[src/rtl/pilha_rpn_pkg.sv]
// Shared definitions for the RPN stack: command codes, error codes, FSM states.
package pilha_rpn_pkg;

  typedef enum logic [2:0] {
    CMD_NOP   = 3'b000,
    CMD_PUSH  = 3'b001,
    CMD_POP   = 3'b010,
    CMD_EXEC  = 3'b011,
    CMD_DUP   = 3'b100,
    CMD_SWAP  = 3'b101,
    CMD_CLEAR = 3'b110,
    CMD_ILL   = 3'b111
  } cmd_t;

  typedef enum logic [1:0] {
    ERR_OVF = 2'b00,
    ERR_UNF = 2'b01,
    ERR_ALU = 2'b10,
    ERR_ILL = 2'b11
  } err_t;

  typedef enum logic {
    ST_IDLE = 1'b0,
    ST_EXEC = 1'b1
  } state_t;

endpackage

[src/rtl/pilha_mem.sv]
// Stack storage: DEPTH x WIDTH register file, two synchronous write ports
// (SWAP needs both in one cycle) and asynchronous reads of the top two words.
module pilha_mem #(
  parameter int WIDTH = 8,
  parameter int DEPTH = 8,
  parameter int AW    = 3
) (
  input  logic             clk,
  input  logic             i_we0,
  input  logic [AW-1:0]    i_addr0,
  input  logic [WIDTH-1:0] i_data0,
  input  logic             i_we1,
  input  logic [AW-1:0]    i_addr1,
  input  logic [WIDTH-1:0] i_data1,
  input  logic [AW-1:0]    i_raddr_a,
  input  logic [AW-1:0]    i_raddr_b,
  output logic [WIDTH-1:0] o_rdata_a,
  output logic [WIDTH-1:0] o_rdata_b
);

  logic [WIDTH-1:0] r_mem [DEPTH];

  // Write ports; the controller never targets the same word on both.
  always_ff @(posedge clk) begin
    if (i_we0) r_mem[i_addr0] <= i_data0;
    if (i_we1) r_mem[i_addr1] <= i_data1;
  end

  assign o_rdata_a = r_mem[i_raddr_a];
  assign o_rdata_b = r_mem[i_raddr_b];

endmodule

[src/rtl/pilha_rpn_param.sv]
// RPN stack controller: holds operands for an external ALU, writes its
// result back, and tracks a sticky first-error code.
module pilha_rpn_param
  import pilha_rpn_pkg::*;
#(
  parameter int WIDTH = 8,
  parameter int DEPTH = 8
) (
  input  logic                         clk,
  input  logic                         rst,
  input  logic                         cmd_valid,
  output logic                         cmd_ready,
  input  logic [2:0]                   cmd,
  input  logic [WIDTH-1:0]             entrada,
  input  logic [2:0]                   operacao,
  output logic [WIDTH-1:0]             alu_a,
  output logic [WIDTH-1:0]             alu_b,
  output logic [2:0]                   alu_op,
  input  logic [WIDTH-1:0]             alu_result,
  input  logic                         alu_erro,
  output logic [WIDTH-1:0]             display_a,
  output logic [WIDTH-1:0]             display_b,
  output logic [$clog2(DEPTH+1)-1:0]   contagem,
  output logic                         pilha_vazia,
  output logic                         pilha_cheia,
  output logic                         erro,
  output logic [1:0]                   erro_cod
);

  localparam int CW = $clog2(DEPTH + 1);
  localparam int AW = (DEPTH > 1) ? $clog2(DEPTH) : 1;

  state_t           r_state, w_state_nxt;
  logic [CW-1:0]    r_count, w_count_nxt;
  logic [2:0]       r_alu_op;
  logic             r_erro;
  logic [1:0]       r_erro_cod;

  logic             w_accept, w_empty, w_full, w_has2;
  logic             w_err_set, w_clear, w_load_op;
  err_t             w_err_code;
  logic             w_we0, w_we1;
  logic [AW-1:0]    w_addr0, w_addr1;
  logic [WIDTH-1:0] w_data0, w_data1;
  logic [AW-1:0]    w_top_idx, w_sec_idx, w_new_idx;
  logic [WIDTH-1:0] w_rd_top, w_rd_sec, w_disp_a, w_disp_b;

  assign w_empty  = (r_count == '0);
  assign w_full   = (r_count == CW'(DEPTH));
  assign w_has2   = (r_count >= CW'(2));
  assign w_accept = rst && cmd_valid && (r_state == ST_IDLE);

  // Word 0 is the bottom; top sits at count-1. Indices are pinned to 0 when
  // the slot does not exist so the read never leaves the array.
  assign w_top_idx = w_empty ? '0 : AW'(r_count - CW'(1));
  assign w_sec_idx = w_has2  ? AW'(r_count - CW'(2)) : '0;
  assign w_new_idx = w_full  ? '0 : AW'(r_count);

  pilha_mem #(
    .WIDTH (WIDTH),
    .DEPTH (DEPTH),
    .AW    (AW)
  ) u_mem (
    .clk       (clk),
    .i_we0     (w_we0),
    .i_addr0   (w_addr0),
    .i_data0   (w_data0),
    .i_we1     (w_we1),
    .i_addr1   (w_addr1),
    .i_data1   (w_data1),
    .i_raddr_a (w_top_idx),
    .i_raddr_b (w_sec_idx),
    .o_rdata_a (w_rd_top),
    .o_rdata_b (w_rd_sec)
  );

  // Next-state, stack update and error decisions for the accepted command.
  always_comb begin
    w_state_nxt = r_state;
    w_count_nxt = r_count;
    w_we0       = 1'b0;
    w_addr0     = w_new_idx;
    w_data0     = entrada;
    w_we1       = 1'b0;
    w_addr1     = w_sec_idx;
    w_data1     = w_rd_top;
    w_err_set   = 1'b0;
    w_err_code  = ERR_OVF;
    w_clear     = 1'b0;
    w_load_op   = 1'b0;
    case (r_state)
      ST_IDLE: begin
        if (w_accept) begin
          case (cmd_t'(cmd))
            CMD_PUSH: begin
              if (w_full) begin
                w_err_set  = 1'b1;
                w_err_code = ERR_OVF;
              end else begin
                w_we0       = 1'b1;
                w_count_nxt = r_count + CW'(1);
              end
            end
            CMD_POP: begin
              if (w_empty) begin
                w_err_set  = 1'b1;
                w_err_code = ERR_UNF;
              end else begin
                w_count_nxt = r_count - CW'(1);
              end
            end
            CMD_EXEC: begin
              if (w_has2) begin
                w_load_op   = 1'b1;
                w_state_nxt = ST_EXEC;
              end else begin
                w_err_set  = 1'b1;
                w_err_code = ERR_UNF;
              end
            end
            CMD_DUP: begin
              if (w_empty) begin
                w_err_set  = 1'b1;
                w_err_code = ERR_UNF;
              end else if (w_full) begin
                w_err_set  = 1'b1;
                w_err_code = ERR_OVF;
              end else begin
                w_we0       = 1'b1;
                w_data0     = w_rd_top;
                w_count_nxt = r_count + CW'(1);
              end
            end
            CMD_SWAP: begin
              if (!w_has2) begin
                w_err_set  = 1'b1;
                w_err_code = ERR_UNF;
              end else begin
                w_we0   = 1'b1;
                w_addr0 = w_top_idx;
                w_data0 = w_rd_sec;
                w_we1   = 1'b1;
                w_addr1 = w_sec_idx;
                w_data1 = w_rd_top;
              end
            end
            CMD_CLEAR: begin
              w_clear     = 1'b1;
              w_count_nxt = '0;
            end
            CMD_ILL: begin
              w_err_set  = 1'b1;
              w_err_code = ERR_ILL;
            end
            default: begin
            end
          endcase
        end
      end
      ST_EXEC: begin
        // Operands stay untouched during this cycle, so alu_a/alu_b hold.
        // The result overwrites the second word, which becomes the new top.
        w_state_nxt = ST_IDLE;
        if (rst) begin
          if (alu_erro) begin
            w_err_set  = 1'b1;
            w_err_code = ERR_ALU;
          end else begin
            w_we0       = 1'b1;
            w_addr0     = w_sec_idx;
            w_data0     = alu_result;
            w_count_nxt = r_count - CW'(1);
          end
        end
      end
      default: w_state_nxt = ST_IDLE;
    endcase
  end

  // FSM state register.
  always_ff @(posedge clk) begin
    if (!rst) r_state <= ST_IDLE;
    else      r_state <= w_state_nxt;
  end

  // Word count, latched ALU opcode and sticky first-error flag.
  always_ff @(posedge clk) begin
    if (!rst) begin
      r_count    <= '0;
      r_alu_op   <= '0;
      r_erro     <= 1'b0;
      r_erro_cod <= '0;
    end else begin
      r_count <= w_count_nxt;
      if (w_load_op) r_alu_op <= operacao;
      if (w_clear) begin
        r_erro     <= 1'b0;
        r_erro_cod <= '0;
      end else if (w_err_set && !r_erro) begin
        r_erro     <= 1'b1;
        r_erro_cod <= w_err_code;
      end
    end
  end

  assign w_disp_a = w_empty ? '0 : w_rd_top;
  assign w_disp_b = w_has2  ? w_rd_sec : '0;

  assign cmd_ready   = (r_state == ST_IDLE);
  assign display_a   = w_disp_a;
  assign display_b   = w_disp_b;
  assign alu_a       = w_disp_a;
  assign alu_b       = w_disp_b;
  assign alu_op      = r_alu_op;
  assign contagem    = r_count;
  assign pilha_vazia = w_empty;
  assign pilha_cheia = w_full;
  assign erro        = r_erro;
  assign erro_cod    = r_erro_cod;

endmodule

[config.mk]
export PLATFORM = sky130hd
export DESIGN_NAME = pilha_rpn_param
export DESIGN_NICKNAME = d
export VERILOG_FILES = /design/src/rtl/pilha_rpn_pkg.sv /design/src/rtl/pilha_mem.sv /design/src/rtl/pilha_rpn_param.sv
export SDC_FILE = /design/constraint.sdc
export NUM_CORES = 1
export LEC_CHECK = 0
export BUFFER_PORTS_ARGS = -buffer_cell sky130_fd_sc_hd__buf_2
export CAP_MARGIN = 0
export CORE_MARGIN = 2
export CORE_UTILIZATION = 35
export DETAILED_ROUTE_END_ITERATION = 12
export PLACE_DENSITY = 0.5
export SYNTH_ARGS = -nofsm -noshare
export SYNTH_HDL_FRONTEND = slang
export SYNTH_SLANG_ARGS = --single-unit
[constraint.sdc]
create_clock -name clk -period 8.15 [get_ports clk]
set_input_delay 0.4075 -clock clk [delete_from_list [all_inputs] [get_ports clk]]
set_output_delay 0.4075 -clock clk [all_outputs]
set_load 0.02 [all_outputs]
==> results by stage, run 1 <==
Drt:
- After detailed routing, the average wire length per cell comes to 24.3 um.
- After the first detailed-routing iteration, the DRC count stood at 479.
- The count of nets left with antenna violations once routing finished came out at 0.
- The final layout contains routed wiring with a total length of 19.2 mm.
- Summing over every cut layer, the via total after detailed routing is 4,902.
- After detailed routing, the number of remaining DRC violations is 0.
- Before antenna repair, the detailed router went through 5 iterations.
- The via density per instance is 6.21.

Final layout:
- The layout has 1,592 filler cells.
- The net count of the finished layout is 602.
- The diode insertion count for antenna repair is 0.
- The final cell count without fillers is 790.
- The post-route netlist has 26.3% of its cells at a drive strength greater than 1.
- The relative area change from synthesis to final layout is 9.61%.

Pwr:
- Internal power comes to 0.726 mW.
- The clock network fraction of design power is 40.8%.
- IR analysis of the VDD net gives a maximum drop of 0.0000987 V.
- The share of power burned in combinational logic is 18.3%.
- In this run switching power makes up 29.8% of total power.
- The analysis attributes to cell leakage a power of 2.14 nW.
- In this run the power spent charging and discharging nets is 0.308 mW.
- Sequential cells account for 41.0% of the total power.
- For this design the ratio of total power to cell area is 163 mW/mm^2.

Logic synthesis:
- Counting every instance in the synthesized netlist gives 543.
- The fraction of the yosys area taken by sequential cells is 37.1%.
- The leading register cell type out of synthesis is sky130_fd_sc_hd__edfxtp_1.
- After synthesis, the netlist uses 86 different library cells.
- The area share of the largest cell type after synthesis is 33.3%.
- Ranked by instance count, the synthesized netlist is headed by sky130_fd_sc_hd__edfxtp_1, sky130_fd_sc_hd__mux2i_1, sky130_fd_sc_hd__o22ai_1, sky130_fd_sc_hd__nor2_1, sky130_fd_sc_hd__nand2_1.
- After synthesis, the mean cell area works out to 10.6 sq um.
- The leading cell type by number of instances after synthesis is sky130_fd_sc_hd__edfxtp_1.
- The net count after synthesis is 576.
- Counting flops with an async set or reset pin after synthesis yields a share of 0%.
- Yosys attributes the largest share of cell area to sky130_fd_sc_hd__edfxtp_1, sky130_fd_sc_hd__mux2i_1, sky130_fd_sc_hd__o22ai_1.
- The Yosys step of the flow raised 0 warnings.
- The number of synthesized flops with an enable pin is 64.
- The combined area of all synthesized cells is 0.00578 sq mm.
- Summed over all instances, the cell type with the most area after synthesis is sky130_fd_sc_hd__edfxtp_1.
- The flop and latch count out of synthesis is 75.

Clock tree:
- CTS saw 75 sinks.
- The worst-case clock buffer depth is 2.
- The count of buffers added by post-CTS timing repair for setup is 0.
- Clock tree synthesis selected as its root buffer the cell sky130_fd_sc_hd__clkbuf_16.
- TritonCTS built the clock tree.
- The number of buffers added by the clock tree synthesis step is 9.
- The register clock-pin slew on the reported worst setup and hold paths is 70 ps.
- The clock reaches the later pin of the worst-skew pair after 350 ps.
- The count of H-tree levels built during CTS is 3.
- The hold-fix buffer count after cts is 0.
- Gates resized during post-CTS repair numbered 0.

Worst setup path:
- The launch point of the worst path is contagem[0].
- The arrival time at the worst endpoint is 4850 ps.
- The critical path endpoint category is an output pin.
- The source of the worst register-to-register timing path is contagem[0].
- Along the worst path, the maximum fanout reaches 51.
- The number of cells on the worst reg-to-reg path is 9.
- The worst setup path is launched from a flip-flop.
- At the worst endpoint, the required time is 7740 ps.
- The type of the worst setup path is flip-flop to output pin.

Floorplan:
- For this configuration, the core starts out at a cell density of 36.1%.
- The overall die area is 0.0176 sq mm.
- The overall die height is 133 um.
- For this design the top-level I/O count stands at 71.
- The overall die width is 133 um.
- The number of rows created at floorplan is 46.
- The area inside the core boundary is 0.0160 sq mm.

Global route:
- The first-pass GRT wire length is 28.9 mm.
- Global routing consumed, over all layers together, 21.8% of the routing resources.
- The via count of the first global-routing pass is 4,637.
- The initial antenna violation count was 0.
- The largest net degree at the start of global routing is 52.
- The total overflow left after global routing is 0.

STA:
- Setup repair after global routing left no endpoint under its margin.
- The final-report max-slew violation count is 0.
- For this run, the top clock speed supported by timing is 190 MHz.
- The total count of hold-check failures in the final report came to 0.
- At the pin with the least slew margin, the transition time is 1220 ps.
- The worst path needs 5250 ps of the cycle, external delays included.
- The worst relative slew slack is 18.1%.
- The total negative setup slack is 0 ps.
- The final worst-path cycle share is 64.5%.
- The setup skew after layout is 11.6 ps.
- The final number of setup-violating endpoints is 0.

Place:
- The HPWL after detailed placement is 14.0 mm.
- The total of buffers placed on input and output ports is 70.
- The congestion estimate from routability-driven global placement came to 0.928.
- The placed instance count is 774.

Worst hold path:
- The worst hold path class is input port to flip-flop.
- The critical hold path startpoint is operacao[1].
- Along the worst hold path, the cell count comes to 3.

Flow run:
- The tool flagged a number of max-cap violations equal to 0.

Outcome:
- The flow ran to the end, and the final reports show no timing, DRC or antenna violations.
-- registers in the layout, indices dropped and copies added (netlist names) --
register and flops:
r_state 1, contagem 4, erro 1, alu_op 3, u_mem.r_mem 64, erro_cod 2
-- per-stage QoR --
step | area (sq um) | utilization (%) | hold WS [ps] | power [mW] | setup WS (ps)
detailed placement | 6030 | 37.7 | 467 | 0.618 | 3200
CTS | 6330 | 39.6 | 307 | 1.04 | 2990
finish | 6330 | 39.6 | 310 | 1.03 | 2900
global route | 6330 | 39.6 | 319 | 1.07 | 2530
global placement | 6030 | 37.7 | 453 | 0.618 | 3410
floorplan | 5780 | - | 531 | 0.579 | 4520
-- path summary, 6_finish.rpt --
path	slack, ps	to
worst max-delay path	2900	alu_a[4]
worst min-delay path	310	alu_op[1]
worst max register to register	3100	u_mem.r_mem[6][5]
worst min register to register	480	erro_cod[1]
-- power groups by stage --
stage | registers, mW | logic (mW) | clock network, mW
3_3_place_gp | 0.432 | 0.186 | 0
6_report | 0.424 | 0.189 | 0.421
2_1_floorplan | 0.431 | 0.149 | 0
5_1_grt | 0.424 | 0.202 | 0.444
3_5_place_dp | 0.432 | 0.186 | 0
4_1_cts | 0.424 | 0.187 | 0.428
-- metal layers --
metal	global-route usage [%]	vias up	share of wire (%)
li1	-	2187	-
met1	29.8	2393	43
met2	34.2	284	45
met3	5.13	38	8.9
met4	6.87	0	2.6
met5	0	-	0
-- layout by cell type, fill, tap and decap left out, types with 7 or more instances in the layout --
cell	n
sky130_fd_sc_hd__nor2_1	44
sky130_fd_sc_hd__inv_1	11
sky130_fd_sc_hd__nor2b_1	9
sky130_fd_sc_hd__o22ai_1	48
sky130_fd_sc_hd__edfxtp_1	64
sky130_fd_sc_hd__dfxtp_1	9
sky130_fd_sc_hd__mux2i_1	48
sky130_fd_sc_hd__mux2_2	8
sky130_fd_sc_hd__o21ai_0	29
sky130_fd_sc_hd__buf_2	70
sky130_fd_sc_hd__nand2_1	30
sky130_fd_sc_hd__a21oi_1	19
sky130_fd_sc_hd__a211oi_1	10
sky130_fd_sc_hd__and2_1	7
sky130_fd_sc_hd__ha_1	7
sky130_fd_sc_hd__mux4_2	12
sky130_fd_sc_hd__clkbuf_16	9
-- critical path, cell delays in order, from the launching register on --
cell	delay [ps]
sky130_fd_sc_hd__dfxtp_2	310
sky130_fd_sc_hd__buf_4	530
sky130_fd_sc_hd__inv_1	530
sky130_fd_sc_hd__ha_1	510
sky130_fd_sc_hd__or3b_1	630
sky130_fd_sc_hd__clkinv_4	360
sky130_fd_sc_hd__o21ai_0	410
sky130_fd_sc_hd__a221oi_1	150
sky130_fd_sc_hd__a21oi_1	700
sky130_fd_sc_hd__nor2_1	120
sky130_fd_sc_hd__buf_2	200
-- layout make-up --
class	count	area, sq um	share of cell area (%)
multi-input combinational	396	3180	50.2
sequential	75	2140	33.9
timing repair buffer	74	380	6.00
inverter	13	53.8	0.849
clock inverter	7	82.6	1.30
tap	216	270	4.27
clock buffer	9	225	3.56
-- cell families (layout without fill, tap and decap cells) --
group,after synthesis,count (layout),share of synthesized area (%)
DFF,75,75,37.1
and+or+nand+nor,142,142,14.2
adders and majority gates,7,7,1.52
muxes,68,68,14.5
xor gates and xnor gates,1,1,0.152
buffers and inverters,72,103,7.95
AOI/OAI and AO/OA,178,178,24.6
No activity file was read; power rests on OpenSTA's default activity.
==> run 2: changes to the inputs <==
==> constraint.sdc (replaced) <==
create_clock -name clk -period 5.4 [get_ports clk]
set_input_delay 0.27 -clock clk [delete_from_list [all_inputs] [get_ports clk]]
set_output_delay 0.27 -clock clk [all_outputs]
set_load 0.02 [all_outputs]
==> run 2 against run 1 <==
Global-route usage down 0.57 points; power increased by 53%; cell count rose by 0.38%; non-clock buffer count up 3; final area is 0.51% higher; worst setup slack got worse by 2200 ps; clock skew grew 1.4 ps; hold slack worse by 140 ps; utilization is 0.20 points higher; sequential share of layout area fell by 0.17 points; largest cell class unchanged; largest power group is now the clock network.
==> results by stage, run 2 (same netlist as run 1, synthesis figures left out) <==
STA:
- Timing would allow up to 210 MHz.
- For the final database, setup skew stands at 13.0 ps.
- Setup violations remaining at the end of the flow were counted as 0.
- The final-report max-slew violation count came to 0.
- The time the final worst path needs with I/O delays and setup is 4750 ps.
- Of the available clock period, the critical path in the final layout requires 88.0%.
- Setup repair after global routing left no endpoint under its margin.
- On the final layout, the worst hold slack is 173 ps.
- The total count of hold-check failures in the final report was 0.
- The total negative setup slack is 0 ps.
- In this run the tightest slew margin relative to its limit is 35.4%.
- At the pin with the least slew margin, the transition time is 970 ps.

Final layout:
- The register with the most flip-flops in the layout has 64 of them.
- In the layout the commonest cells are sky130_fd_sc_hd__buf_2, sky130_fd_sc_hd__edfxtp_1, sky130_fd_sc_hd__mux2i_1, sky130_fd_sc_hd__o22ai_1, sky130_fd_sc_hd__nor2_1.
- In the final design database the tool counted 605 nets.
- The diode insertion count for antenna repair is 0.
- Relative to the synthesized area, the layout overhead comes to 10.2%.
- Leaving out fill and tap cells, the most frequent cell in the layout is sky130_fd_sc_hd__buf_2.
- The final cell count without fillers is 793.
- The final cell utilization of the core is 39.8%.
- The sequential cell area is 0.00214 sq mm.
- The register containing the most flip-flops in the final layout is u_mem.r_mem.
- In the final layout, the multi-input gates occupy 0.00318 sq mm.
- The ratio of cells with drive above 1 in the final layout is 26.7%.
- The number of filler instances in the final layout is 1,617.

Outcome:
- The flow ran to the end, and the final reports show no timing, DRC or antenna violations.

Worst setup path:
- The critical path endpoint category is an output pin.
- At the worst endpoint, the arrival time is 4480 ps.
- The critical path startpoint category is a flip-flop.
- Walking the worst path, the cells encountered are inv_2 -> ha_1 -> or3b_1 -> clkinv_4 -> o21ai_0 -> a221oi_1 -> a21oi_1 -> nor2_1 -> buf_2.
- The category of cells accounting for the largest share of critical-path delay is compound AO/OA/AOI/OAI gates.
- The launch point of the worst path is contagem[1].
- The worst setup path is of the flip-flop to output pin kind.
- In this design, the stage delay of the slowest critical-path cell is 960 ps.
- The required time of the critical path is 5130 ps.
- Among all stages on the critical path, the largest delay is contributed by sky130_fd_sc_hd__dfxtp_2.
- Along the worst path, the maximum fanout reaches 33.
- The startpoint identified for the worst register-to-register timing path is contagem[1].
- Together, buffers and inverters on the worst path number 3.

Place:
- The final weighted congestion in routability-driven placement is 0.882.
- Input and output buffers added on the ports amount to 70.
- The placed instance count is 777.
- The estimated wirelength of the detail-placed design is 13.6 mm.

Floorplan:
- The area inside the core boundary is 0.0160 sq mm.
- The number of I/O pins is 71.
- The overall die width is 133 um.
- For this configuration, the core starts out at a cell density of 36.1%.
- The overall die area is 0.0176 sq mm.
- The number of rows created at floorplan is 46.
- The floorplan step set the die height to 133 um.

Drt:
- The total wirelength of the detailed-routed design is 18.3 mm.
- The initial detailed-routing violation count is 345.
- After detailed routing, the number of vias per cell comes to 6.10.
- The detail route stage leaves a number of antenna-violating nets equal to 0.
- The count of unresolved DRC violations after routing is 0.
- For this run, the detailed router's first-pass iteration total came to 6.
- In the final routed layout, each cell accounts on average for 23.1 um.
- The total via count in the routed design is 4,839.

Clock tree:
- The clock latency on the worst-skew pair is 360 ps.
- The register clock-pin slew on the reported worst setup and hold paths is 70 ps.
- The count of H-tree levels built during CTS is 3.
- In this run, CTS created clock tree buffers numbering 9.
- The hold-fix buffer count after cts is 0.
- The number of gates given a new drive strength after cts is 0.
- In this run the post-CTS setup repair buffer count came out at 0.
- The longest clock path from root to sink contains 2 buffers.
- The tree is rooted in a sky130_fd_sc_hd__clkbuf_16.
- TritonCTS built the clock tree.
- The TritonCTS sink count is 75.

Flow run:
- The tool flagged a number of max-cap violations equal to 0.

Pwr:
- The total power of the final layout is 1.58 mW.
- The areal power density over the cells is 248 mW/mm^2.
- The leakage power figure is 2.17 nW.
- VDD sags by at most 0.000161 V.

Global route:
- The first-pass GRT wire length is 28.7 mm.
- The residual overflow from global routing is 0.
- The initial antenna violation count is 0.
- The via count of the first global-routing pass was 4,695.
- Entering global routing, the biggest net connects 51 pins.
- For this run, the total global-route usage over all layers was measured as 21.2%.

Worst hold path:
- The critical hold path startpoint is operacao[1].
- The worst hold path class is input port to flip-flop.
run 2: cell types whose count changed in the layout (fill, tap and decap cells not counted):
cell,change
sky130_fd_sc_hd__buf_4,+3
sky130_fd_sc_hd__clkinvlp_4,-2
sky130_fd_sc_hd__clkinv_8,+1
sky130_fd_sc_hd__inv_6,+1
run 2: through the flow:
step,instance area [sq um],setup slack [ps]
floorplan,5780,1770
global placement,6050,1250
detailed placement,6050,1060
CTS,6370,638
global route,6370,201
finish,6370,648
run 2: worst register-to-register path: stages (launching register included):
cell                       delay, ps
sky130_fd_sc_hd__dfxtp_2         960
sky130_fd_sc_hd__inv_2           250
sky130_fd_sc_hd__ha_1            430
sky130_fd_sc_hd__or3b_1          650
sky130_fd_sc_hd__clkinv_4        380
sky130_fd_sc_hd__o21ai_0         380
sky130_fd_sc_hd__a221oi_1        160
sky130_fd_sc_hd__a21oi_1         610
sky130_fd_sc_hd__mux2i_1         220
run 2: routing by layer:
metal	routed length [um]	global-route usage [%]	share of wire (%)	up-vias
li1	-	-	-	2203
met1	8400	30.1	46	2348
met2	8130	32.2	44	259
met3	1460	3.91	7.9	29
met4	358	8.06	2.0	0
met5	0	0	0	-
run 2: worst paths after layout:
check,slack (ps),cells after the start,to
min,170,3,alu_op[1]
max reg2reg,1070,8,u_mem.r_mem[6][4]
min reg2reg,470,2,erro_cod[1]
max,650,9,alu_a[4]
run 2: cell type report:
class / instances / share of cell area (%)
clock buffers: 9 / 3.54
clock inverters: 7 / 1.45
inverters: 13 / 0.845
multi-input cells: 396 / 49.9
flip-flops and latches: 75 / 33.7
well taps: 216 / 4.24
repair buffers: 77 / 6.33
run 2: power by group:
group / internal, mW / total (mW) / switching, mW
Combinational: 0.0969 / 0.277 / 0.180
Sequential: 0.633 / 0.639 / 0.00613
Clock: 0.372 / 0.666 / 0.294
Total: 1.10 / 1.58 / 0.480
==> run 3: changes to the inputs <==
--- a/config.mk
+++ b/config.mk
@@ -7,6 +7,7 @@
 export LEC_CHECK = 0
 export BUFFER_PORTS_ARGS = -buffer_cell sky130_fd_sc_hd__buf_2
 export CAP_MARGIN = 0
+export CORE_ASPECT_RATIO = 1.1
 export CORE_MARGIN = 2
 export CORE_UTILIZATION = 35
 export DETAILED_ROUTE_END_ITERATION = 12
==> run 3 against run 2 <==
First-iteration DRC count rose by 30%; die area about the same; register-to-register slack improved by 210 ps; critical endpoint unchanged; largest cell class unchanged.
==> results by stage, run 3 (same netlist as run 1, synthesis figures left out) <==
Clock tree:
- The clock root buffer is sky130_fd_sc_hd__clkbuf_16.
- The register clock-pin slew on the reported worst setup and hold paths is 60 ps.
- The count of H-tree levels built during CTS is 3.
- The clock latency on the worst-skew pair is 350 ps.
- The number of gates given a new drive strength after cts is 0.
- Once the clock tree was built, the setup fixing pass inserted 0 buffers.
- The TritonCTS sink count is 75.
- For this design, the CTS-stage hold fixing added 0 buffers.
- The number of buffers added by the clock tree synthesis step is 9.
- TritonCTS built the clock tree.
- The worst-case clock buffer depth is 2.

Final layout:
- In the final layout, the multi-input gates occupy 0.00318 sq mm.
- In the layout the commonest cells are sky130_fd_sc_hd__buf_2, sky130_fd_sc_hd__edfxtp_1, sky130_fd_sc_hd__mux2i_1, sky130_fd_sc_hd__o22ai_1, sky130_fd_sc_hd__nor2_1.
- The sequential cell area is 0.00214 sq mm.
- The filler cells instantiated in the layout total 1,583.
- u_mem.r_mem holds more flip-flops than any other register.
- The register with the most flip-flops in the layout has 64 of them.
- The repair_antennas step left the layout with diodes totalling 0.
- The leading cell type in the layout, fill and taps excluded is sky130_fd_sc_hd__buf_2.
- The final layout contains 606 nets.
- For this run, the share of the core covered by cells in the final layout is 39.1%.
- From synthesis to final layout, the design area changed by 10.0%.
- With fillers left out, the area of the finished cells amounts to 0.00636 sq mm.
- The count of cells in the finished layout, fillers not included, comes to 782.
- The ratio of cells with drive above 1 in the final layout is 26.8%.

Worst setup path:
- The worst setup path is of the flip-flop to output pin kind.
- In this run the critical register-to-register path is launched from contagem[1].
- Of all nets on the critical path, the largest fanout is 33.
- The arrival time at the worst endpoint is 4260 ps.
- STA classifies the critical path endpoint as an output pin.
- The capture instance of the worst register-to-register path is u_mem.r_mem[7][7].
- The worst setup slack for register-to-register paths is 1280 ps.
- The last element of the critical path is alu_a[4].
- Measured in cells, the most critical reg-to-reg path has a length of 7.
- The critical path startpoint category is a flip-flop.
- In this run the worst setup path begins at contagem[1].
- Data on the critical path is required at its endpoint by 5130 ps.

Pwr:
- VDD sags by at most 0.000145 V.
- The clock network fraction of design power is 41.4%.
- Of the total power, the share spent switching nets is 29.3%.
- Sequential cells account for 41.0% of the total power.
- The analysis attributes to cell leakage a power of 2.18 nW.
- Summed over all nets, the switching power comes to 0.457 mW.
- Combinational logic burns 17.6% of the power.
- Internal power comes to 1.10 mW.
- The areal power density over the cells is 245 mW/mm^2.
- Power comes to 1.56 mW.

Outcome:
- The run finished with clean final reports.

Place:
- The placed instance count is 766.
- The estimated wirelength of the detail-placed design is 13.6 mm.
- Prior to clock tree synthesis, the placed netlist has a worst setup slack of 1260 ps.
- The total of buffers placed on input and output ports is 70.
- Summing all placed instances gives a cell area of 0.00604 sq mm.
- The congestion estimate from routability-driven global placement came to 0.890.

Drt:
- After detailed routing, the number of remaining DRC violations is 0.
- The first detailed-routing pass ran for 5 iterations.
- The via density per instance is 6.24.
- The initial detailed-routing violation count is 449.
- The antenna violation net count after detailed routing is 0.
- The per-cell routed wire length is 23.0 um.
- The total wirelength of the detailed-routed design is 18.0 mm.
- The routed layout has 4,879 vias.

STA:
- On the final layout, the worst clock skew is 5.90 ps.
- The final critical path takes up 83.9% of the cycle.
- For the final routed database, the setup TNS stands at 0 ps.
- Across all setup checks in the final design, the least slack found is 871 ps.
- The worst relative slew slack is 35.3%.
- Static timing analysis puts the maximum clock frequency at 221 MHz.
- The total count of hold-check failures in the final report is 0.
- The time the final worst path needs with I/O delays and setup is 4530 ps.
- The smallest hold slack is 196 ps.
- Setup repair after global routing left no endpoint under its margin.
- The final-report max-slew violation count is 0.
- Setup violations remaining at the end of the flow were counted as 0.
- For the pin with the worst max-slew slack, the measured transition is 971 ps.

Floorplan:
- The floorplan step defined a die boundary enclosing 0.0176 sq mm.
- The floorplan step set the die height to 139 um.
- The total area inside the core boundary comes to 0.0162 sq mm.
- The overall die width is 127 um.
- The effective utilization at floorplan is 35.6%.
- The number of I/O pins is 71.
- The floorplan has 49 rows.

Global route:
- The via count of the first global-routing pass is 4,678.
- The initial antenna violation count was 0.
- The residual overflow from global routing is 0.
- Entering global routing, the biggest net connects 51 pins.
- The first-pass GRT wire length is 27.4 mm.
- Global routing used 20.3% of the available tracks.

Worst hold path:
- The worst hold path class is input port to flip-flop.

Flow run:
- The count of maximum capacitance violations is 0.
==> run 3: layer usage <==
layer	wire, um	track usage, %	vias up	part of all wire [%]
met1	7540	27.4	2358	42
met3	1760	5.05	31	9.8
met4	342	6.19	0	1.9
met5	0	0	-	0
met2	8350	32.3	284	46
li1	-	-	2206	-
==> run 3: cell type report <==
class                      instances  share of cell area, %
multi-input combinational        396                   50.0
tap                              204                   4.01
sequential                        75                   33.7
clock inverter                     7                   1.42
timing repair buffer              78                   6.46
inverter                          13                  0.846
clock buffer                       9                   3.54
==> run 3: worst min path at each step <==
stage | end | start | depth (start not counted) | slack [ps]
final | alu_op[0] | operacao[0] | 3 | 200
after global routing | alu_op[0] | operacao[0] | 3 | 220
after CTS | alu_op[0] | operacao[0] | 3 | 180
after detailed placement | erro_cod[0] | erro_cod[0] | 2 | 460
after global placement | erro_cod[1] | erro_cod[1] | 2 | 450
after floorplan | alu_op[0] | operacao[0] | 2 | 440
==> run 3: power groups by stage <==
| stage | clock (mW) | combinational, mW | sequential (mW) |
|---|---|---|---|
| 3_5_place_dp | 0 | 0.271 | 0.652 |
| 2_1_floorplan | 0 | 0.224 | 0.650 |
| 5_1_grt | 0.680 | 0.296 | 0.640 |
| 4_1_cts | 0.662 | 0.272 | 0.639 |
| 6_report | 0.647 | 0.274 | 0.639 |
| 3_3_place_gp | 0 | 0.268 | 0.652 |
==> run 3: critical path, cell delays in order (launching register included) <==
cell	delay, ps
sky130_fd_sc_hd__dfxtp_2	950
sky130_fd_sc_hd__inv_2	250
sky130_fd_sc_hd__ha_1	480
sky130_fd_sc_hd__or3b_1	240
sky130_fd_sc_hd__buf_4	230
sky130_fd_sc_hd__clkinv_4	240
sky130_fd_sc_hd__o21ai_0	350
sky130_fd_sc_hd__a221oi_1	150
sky130_fd_sc_hd__a21oi_1	680
sky130_fd_sc_hd__nor2_1	120
sky130_fd_sc_hd__buf_2	200
